**config.mk**
```make
export PLATFORM = sky130hd
export DESIGN_NAME = neg_unit_arbiter_flat
export DESIGN_NICKNAME = d
export VERILOG_FILES = /design/src/rtl/neg_unit_arbiter_if.sv /design/src/rtl/neg_unit_arbiter.sv /design/src/flat_wrapper.sv
export SDC_FILE = /design/constraint.sdc
export NUM_CORES = 1
export LEC_CHECK = 0
export ABC_AREA = 1
export CORE_AREA = 2 2 155 157
export CTS_CLUSTER_DIAMETER = 120
export DETAILED_ROUTE_END_ITERATION = 8
export DIE_AREA = 0 0 157 159
export GPL_TIMING_DRIVEN = 0
export PLACE_DENSITY = 0.71
export SLEW_MARGIN = 30
export SYNTH_ARGS = -nofsm -noshare
export SYNTH_HDL_FRONTEND = slang
export SYNTH_SLANG_ARGS = --single-unit
```
**constraint.sdc**
```tcl
create_clock -name clk -period 5.4 [get_ports clk]
set_input_delay 1.08 -clock clk [delete_from_list [all_inputs] [get_ports clk]]
set_output_delay 1.08 -clock clk [all_outputs]
set_load 0.05 [all_outputs]
```
**src/rtl/neg_unit_arbiter_if.sv**
```systemverilog
// Requester, shared-unit and response signals of the round-robin math-unit arbiter.
// The arbiter takes the slave side; requesters, the unit and the bench take the master side.
interface neg_unit_arbiter_if #(
  parameter int unsigned WIDTH   = 32,
  parameter int unsigned NUM_REQ = 4,
  parameter int unsigned ID_W    = 2
);
  logic                     en;
  logic [NUM_REQ-1:0]       req_valid;
  logic [NUM_REQ-1:0]       req_ready;
  logic [NUM_REQ*WIDTH-1:0] req_a;
  logic [NUM_REQ*WIDTH-1:0] req_b;
  logic [WIDTH-1:0]         unit_a;
  logic [WIDTH-1:0]         unit_b;
  logic                     unit_valid;
  logic [WIDTH-1:0]         unit_z;
  logic [NUM_REQ-1:0]       rsp_valid;
  logic [WIDTH-1:0]         rsp_z;
  logic [ID_W:0]            in_flight;
  logic                     idle;

  modport master (
    output en, req_valid, req_a, req_b, unit_z,
    input  req_ready, unit_a, unit_b, unit_valid, rsp_valid, rsp_z, in_flight, idle
  );

  modport slave (
    input  en, req_valid, req_a, req_b, unit_z,
    output req_ready, unit_a, unit_b, unit_valid, rsp_valid, rsp_z, in_flight, idle
  );
endinterface

```
**src/rtl/neg_unit_arbiter.sv**
```systemverilog
// Round-robin arbiter sharing one fixed-latency, non-stalling math unit between NUM_REQ requesters.
// A {valid, id} tag pipeline follows each op through the unit and steers its result back.
module neg_unit_arbiter #(
  parameter int unsigned WIDTH   = 32,
  parameter int unsigned NUM_REQ = 4,
  parameter int unsigned ID_W    = 2,
  parameter int unsigned LATENCY = 1
) (
  input logic                clk,
  input logic                rst,
  neg_unit_arbiter_if.slave  bus
);
  localparam int unsigned CNT_W = ID_W + 1;

  logic [ID_W-1:0]                last_q;
  logic                           hi_hit_c, lo_hit_c, grant_c, retire_c;
  logic [ID_W-1:0]                hi_idx_c, lo_idx_c, gidx_c;
  logic [WIDTH-1:0]               sel_a_c, sel_b_c;
  logic [WIDTH-1:0]               unit_a_q, unit_b_q, rsp_z_q;
  logic                           unit_valid_q;
  logic [LATENCY:0]               tag_v_q;
  logic [LATENCY:0][ID_W-1:0]     tag_id_q;
  logic [NUM_REQ-1:0]             rsp_valid_q, rsp_onehot_c;
  logic [CNT_W-1:0]               in_flight_q;

  // Round-robin search: lowest valid index above last wins, else lowest at or below it.
  always_comb begin
    hi_hit_c = 1'b0;
    lo_hit_c = 1'b0;
    hi_idx_c = '0;
    lo_idx_c = '0;
    for (int i = int'(NUM_REQ) - 1; i >= 0; i--) begin
      if (bus.en && bus.req_valid[i]) begin
        if (i > int'(last_q)) begin
          hi_hit_c = 1'b1;
          hi_idx_c = ID_W'(i);
        end else begin
          lo_hit_c = 1'b1;
          lo_idx_c = ID_W'(i);
        end
      end
    end
    grant_c = hi_hit_c | lo_hit_c;
    gidx_c  = hi_hit_c ? hi_idx_c : lo_idx_c;
  end

  // Grant decode and operand select for the winning requester.
  always_comb begin
    bus.req_ready = '0;
    sel_a_c       = '0;
    sel_b_c       = '0;
    for (int i = 0; i < int'(NUM_REQ); i++) begin
      bus.req_ready[i] = grant_c && (gidx_c == ID_W'(i));
      if (gidx_c == ID_W'(i)) begin
        sel_a_c = bus.req_a[i*WIDTH +: WIDTH];
        sel_b_c = bus.req_b[i*WIDTH +: WIDTH];
      end
    end
  end

  // The last tag stage lines up with unit_z for the op it describes.
  always_comb begin
    retire_c     = tag_v_q[LATENCY];
    rsp_onehot_c = '0;
    for (int i = 0; i < int'(NUM_REQ); i++) begin
      rsp_onehot_c[i] = retire_c && (tag_id_q[LATENCY] == ID_W'(i));
    end
  end

  always_ff @(posedge clk or posedge rst) begin
    if (rst) begin
      last_q       <= ID_W'(NUM_REQ - 1);
      unit_a_q     <= '0;
      unit_b_q     <= '0;
      unit_valid_q <= 1'b0;
      tag_v_q      <= '0;
      tag_id_q     <= '0;
      rsp_valid_q  <= '0;
      rsp_z_q      <= '0;
      in_flight_q  <= '0;
    end else begin
      if (grant_c) begin
        last_q   <= gidx_c;
        unit_a_q <= sel_a_c;
        unit_b_q <= sel_b_c;
      end
      unit_valid_q <= grant_c;
      tag_v_q      <= {tag_v_q[LATENCY-1:0], grant_c};
      tag_id_q     <= {tag_id_q[LATENCY-1:0], gidx_c};
      rsp_valid_q  <= rsp_onehot_c;
      if (retire_c) begin
        rsp_z_q <= bus.unit_z;
      end
      // Simultaneous issue and retire leave the count unchanged.
      case ({grant_c, retire_c})
        2'b10:   in_flight_q <= in_flight_q + CNT_W'(1);
        2'b01:   in_flight_q <= in_flight_q - CNT_W'(1);
        default: in_flight_q <= in_flight_q;
      endcase
    end
  end

  assign bus.unit_a     = unit_a_q;
  assign bus.unit_b     = unit_b_q;
  assign bus.unit_valid = unit_valid_q;
  assign bus.rsp_valid  = rsp_valid_q;
  assign bus.rsp_z      = rsp_z_q;
  assign bus.in_flight  = in_flight_q;
  assign bus.idle       = (in_flight_q == '0) && (rsp_valid_q == '0);
endmodule

```
**src/flat_wrapper.sv**
```systemverilog
// flat-port wrapper written by rule: the top's interface ports become plain ports
module neg_unit_arbiter_flat 
#(
  parameter int unsigned WIDTH   = 32,
  parameter int unsigned NUM_REQ = 4,
  parameter int unsigned ID_W    = 2,
  parameter int unsigned LATENCY = 1
)
  (clk, rst, bus_en, bus_req_valid, bus_req_a, bus_req_b, bus_unit_z, bus_req_ready, bus_unit_a, bus_unit_b, bus_unit_valid, bus_rsp_valid, bus_rsp_z, bus_in_flight, bus_idle);
  neg_unit_arbiter_if #(.WIDTH(WIDTH), .NUM_REQ(NUM_REQ), .ID_W(ID_W)) bus_i ();
  input logic clk;
  input logic rst;
  input wire logic [$bits(bus_i.en)-1:0] bus_en;
  input wire logic [$bits(bus_i.req_valid)-1:0] bus_req_valid;
  input wire logic [$bits(bus_i.req_a)-1:0] bus_req_a;
  input wire logic [$bits(bus_i.req_b)-1:0] bus_req_b;
  input wire logic [$bits(bus_i.unit_z)-1:0] bus_unit_z;
  output wire logic [$bits(bus_i.req_ready)-1:0] bus_req_ready;
  output wire logic [$bits(bus_i.unit_a)-1:0] bus_unit_a;
  output wire logic [$bits(bus_i.unit_b)-1:0] bus_unit_b;
  output wire logic [$bits(bus_i.unit_valid)-1:0] bus_unit_valid;
  output wire logic [$bits(bus_i.rsp_valid)-1:0] bus_rsp_valid;
  output wire logic [$bits(bus_i.rsp_z)-1:0] bus_rsp_z;
  output wire logic [$bits(bus_i.in_flight)-1:0] bus_in_flight;
  output wire logic [$bits(bus_i.idle)-1:0] bus_idle;
  assign bus_i.en = bus_en;
  assign bus_i.req_valid = bus_req_valid;
  assign bus_i.req_a = bus_req_a;
  assign bus_i.req_b = bus_req_b;
  assign bus_i.unit_z = bus_unit_z;
  assign bus_req_ready = bus_i.req_ready;
  assign bus_unit_a = bus_i.unit_a;
  assign bus_unit_b = bus_i.unit_b;
  assign bus_unit_valid = bus_i.unit_valid;
  assign bus_rsp_valid = bus_i.rsp_valid;
  assign bus_rsp_z = bus_i.rsp_z;
  assign bus_in_flight = bus_i.in_flight;
  assign bus_idle = bus_i.idle;
  neg_unit_arbiter #(.WIDTH(WIDTH), .NUM_REQ(NUM_REQ), .ID_W(ID_W), .LATENCY(LATENCY)) u_core (.clk(clk), .rst(rst), .bus(bus_i));
endmodule
```
==> key figures <==
Outcome
  – Status: finished clean

Worst setup path
  – CP peak stage delay: 0.85 ns
  – Crit-path most repeated cell: clkdlybuf4s50_1
  – CP Cell Sequence: clkdlybuf4s50_1 -> nand2_1 -> nor2_2 -> nor2_1 -> nand3_1 -> nand2_2 -> nand2_4 -> nor2_4 -> buf_2 -> clkdlybuf4s50_1
  – Data arrival, critical path: 3.84 ns
  – Crit end category: primary output
  – CP required: 4.32 ns
  – CP Buf/Inv Count: 3
  – Slowest stage cell, crit path: clkdlybuf4s50_1
  – Startpoint types: input pin
  – Setup CP Type: input pin to primary output
  – Delay-heaviest family, CP: buffers and inverters
  – Worst-path fanout max: 10

Layout
  – Fill count: 2273
  – Share of cells above drive strength 1: 6.90%
  – Diodes inserted: 0
  – Synthesis-to-finish area growth: 72.2%
  – Final Net Count: 1698
  – Area of the multi-input gates: 0.00319 mm^2
  – FF/Latch Area: 0.00278 mm^2

STA
  – Fmax: 203 MHz
  – Hold WS: 0.351 ns
  – Pins Over Slew Limit: 0
  – Final worst-path setup slack: 0.477 ns
  – Fin crit share: 91.2%
  – Tmin final: 4.92 ns
  – Final setup violation count: 0
  – Least-Margin Pin Slew: 0.760 ns
  – Final Skew: 0.0207 ns
  – Hold violation count in the final report: 0
  – Slew HR: 49.3%
  – Unrepaired setup endpoints after global routing: false

Power and ir drop
  – P per Cell Area: 418 mW/mm^2
  – VDD IR max: 0.258 mV
  – Leakage: 0.00542 uW

CTS
  – CTS tree: yes
  – Clock-pin slew on the worst setup and hold paths: 0.08 ns
  – Worst-skew pair later-pin latency: 0.37 ns
  – CTS Hold Bufs: 0
  – Post-CTS Setup Repair Bufs: 0
  – Resized cells post-CTS: 0
  – Max clock buf depth: 2
  – Num CTS Buffers: 9
  – Root Driver: clkbuf_16
  – Max H-tree Level: 3
  – CTS sink count: 111

Placement
  – Setup WS pre-CTS: 0.475 ns
  – GPL Wtd Cong: 0.980
  – HPWL after DPL: 23.0 mm
  – Number of port buffers: 403

Drt
  – Via-to-Cell Ratio: 4.60
  – DRC Markers: 0
  – DRT antenna net count: 0
  – Total wire length: 29.1 mm
  – Initial DRC count: 480
  – Detailed Routing Iterations Pass 1: 7
  – Via count: 7928
  – DR WL/cell: 16.9 um

Global route
  – Global route overflow: 0
  – Total track usage: 22.7%
  – Largest net degree at the start of global routing: 76
  – Initial antenna violation count: 0
  – Vias in the first global route: 7879
  – First-pass GRT wire length: 43.5 mm

Floorplanning
  – Rows: 56
  – Die height: 159 um
  – Core ar.: 0.0232 mm^2
  – IO Pins: 404
  – Die Width: 157 um
  – Die area: 0.0250 mm^2
  – Starting Density: 28.6%

Logic synthesis
  – Post-synthesis register bit count: 111
  – Net count after synthesis: 1283
  – Post-Syn Area: 0.00662 mm^2
  – Area contributors post-synth: dfrtp_1, nand2_1, nor2_1, nand3_1, inv_1
  – Register area share after synthesis: 42.0%
  – Largest area contributor in the netlist: dfrtp_1
  – Post-synthesis cell type count: 32
  – YS warnings: 0
  – Share of the synthesized area in the top cell type: 41.2%
  – Synth Area per Inst: 6.72 um^2
  – Mapped Cells: 986

Flow run
  – Max-capacitance violation count: 0

Worst hold path
  – Worst min path class: flip-flop to flip-flop
[Yosys cell counts, drive strengths merged]
| master | n |
|---|---|
| a21oi | 3 |
| a22oi | 17 |
| buf | 51 |
| clkbuf | 12 |
| clkinv | 1 |
| dfrtp | 109 |
| dfstp | 2 |
| fa | 1 |
| ha | 1 |
| inv | 82 |
| nand2 | 317 |
| nand3 | 142 |
| nand3b | 12 |
| nand4 | 12 |
| nor2 | 195 |
| nor3 | 4 |
| nor4 | 1 |
| o21ai | 8 |
| o22ai | 1 |
| or2 | 12 |
| or4 | 1 |
| xnor2 | 2 |
[area by class of cell]
type / count / share of cell area [%]
multi-input combinational: 729 / 28.0
sequential: 111 / 24.4
clock buffer: 9 / 1.97
timing repair buffer: 404 / 35.6
tap: 319 / 3.50
clock inverter: 7 / 0.779
inverter: 83 / 2.80
buffer: 63 / 3.01
[power by group]
part	switching [uW]	internal, uW	total [uW]
clock	370	339	709
sequential	161	1100	1260
combinational	1830	967	2800
total	2360	2400	4770
[layout by cell type, fill, tap and decap left out, drive strengths merged]
cell type        n
a21oi            3
a22oi           17
buf             52
clkbuf          21
clkdlybuf4s50  403
clkinv           4
dfrtp          109
dfstp            2
fa               1
ha               1
inv             86
nand2          317
nand3          142
nand3b          12
nand4           12
nor2           195
nor3             4
nor4             1
o21ai            8
o22ai            1
or2             12
or4              1
xnor2            2
[worst register-to-register path, cell delays in order, from the launching register on]
cell and delay, ns:
dfstp_2 0.57, nand2_1 0.10, nand3_1 0.11, inv_1 0.07, a21oi_1 0.16, nand3_2 0.19
inv_1 0.17, buf_2 0.32, buf_2 0.33, ha_1 0.19, inv_1 0.07, fa_1 0.38
a21oi_1 0.17, o21ai_0 0.14, xnor2_1 0.14
[registers in the layout (all words and copies together), names as in the netlist]
signal,count
u_core.bus.unit_b,32
u_core.tag_id_q,4
u_core.bus.rsp_z,32
u_core.last_q,2
u_core.tag_v_q,2
u_core.bus.rsp_valid,4
u_core.bus.unit_a,32
u_core.bus.in_flight,3
[worst paths after layout]
check	start	end	slack [ns]	depth (start not counted)
worst max-delay path	bus_en	bus_req_ready[3]	0.48	10
worst min register to register	u_core.tag_id_q[1]	u_core.tag_id_q[3]	0.35	0
worst max register to register	u_core.last_q[1]	u_core.bus.in_flight[2]	2.17	14
min in group asynchronous	rst	u_core.bus.rsp_z[30]	1.09	2
max in group asynchronous	rst	u_core.last_q[0]	3.60	3
worst min-delay path	u_core.tag_id_q[1]	u_core.tag_id_q[3]	0.35	0
[through the flow]
step           instance area (um^2)  power, uW  instances  utilization, %  TNS, ns
6_report                      11400       4770       1725            49.2        0
5_1_grt                       11400       5040       1725            49.2        0
4_1_cts                       11400       4820       1725            49.2        0
3_5_place_dp                  11100       4080       1709            47.8        0
3_3_place_gp                  11100       4050       1708            47.7   -50.80
2_1_floorplan                  6620       2970        986               -        0
[layer usage]
metal	global-route usage [%]	part of all wire (%)	up-vias
li1	-	-	3900
met1	27.3	41	3634
met2	40.0	49	358
met3	5.06	7.9	36
met4	7.21	2.1	0
met5	0	0	-
[cell families (layout without fill, tap and decap cells)]
family	count (synthesis)	in the layout	share of synthesized area (%)
buffers and inverters	146	566	9.88
adder cells (fa/ha/maj)	2	2	0.491
AO/OA/AOI/OAI	29	29	2.91
XOR/XNOR	2	2	0.264
AND/OR/NAND/NOR	696	696	44.5
flip-flops	111	111	42.0
Note: power is estimated with default switching activity, not from simulation.
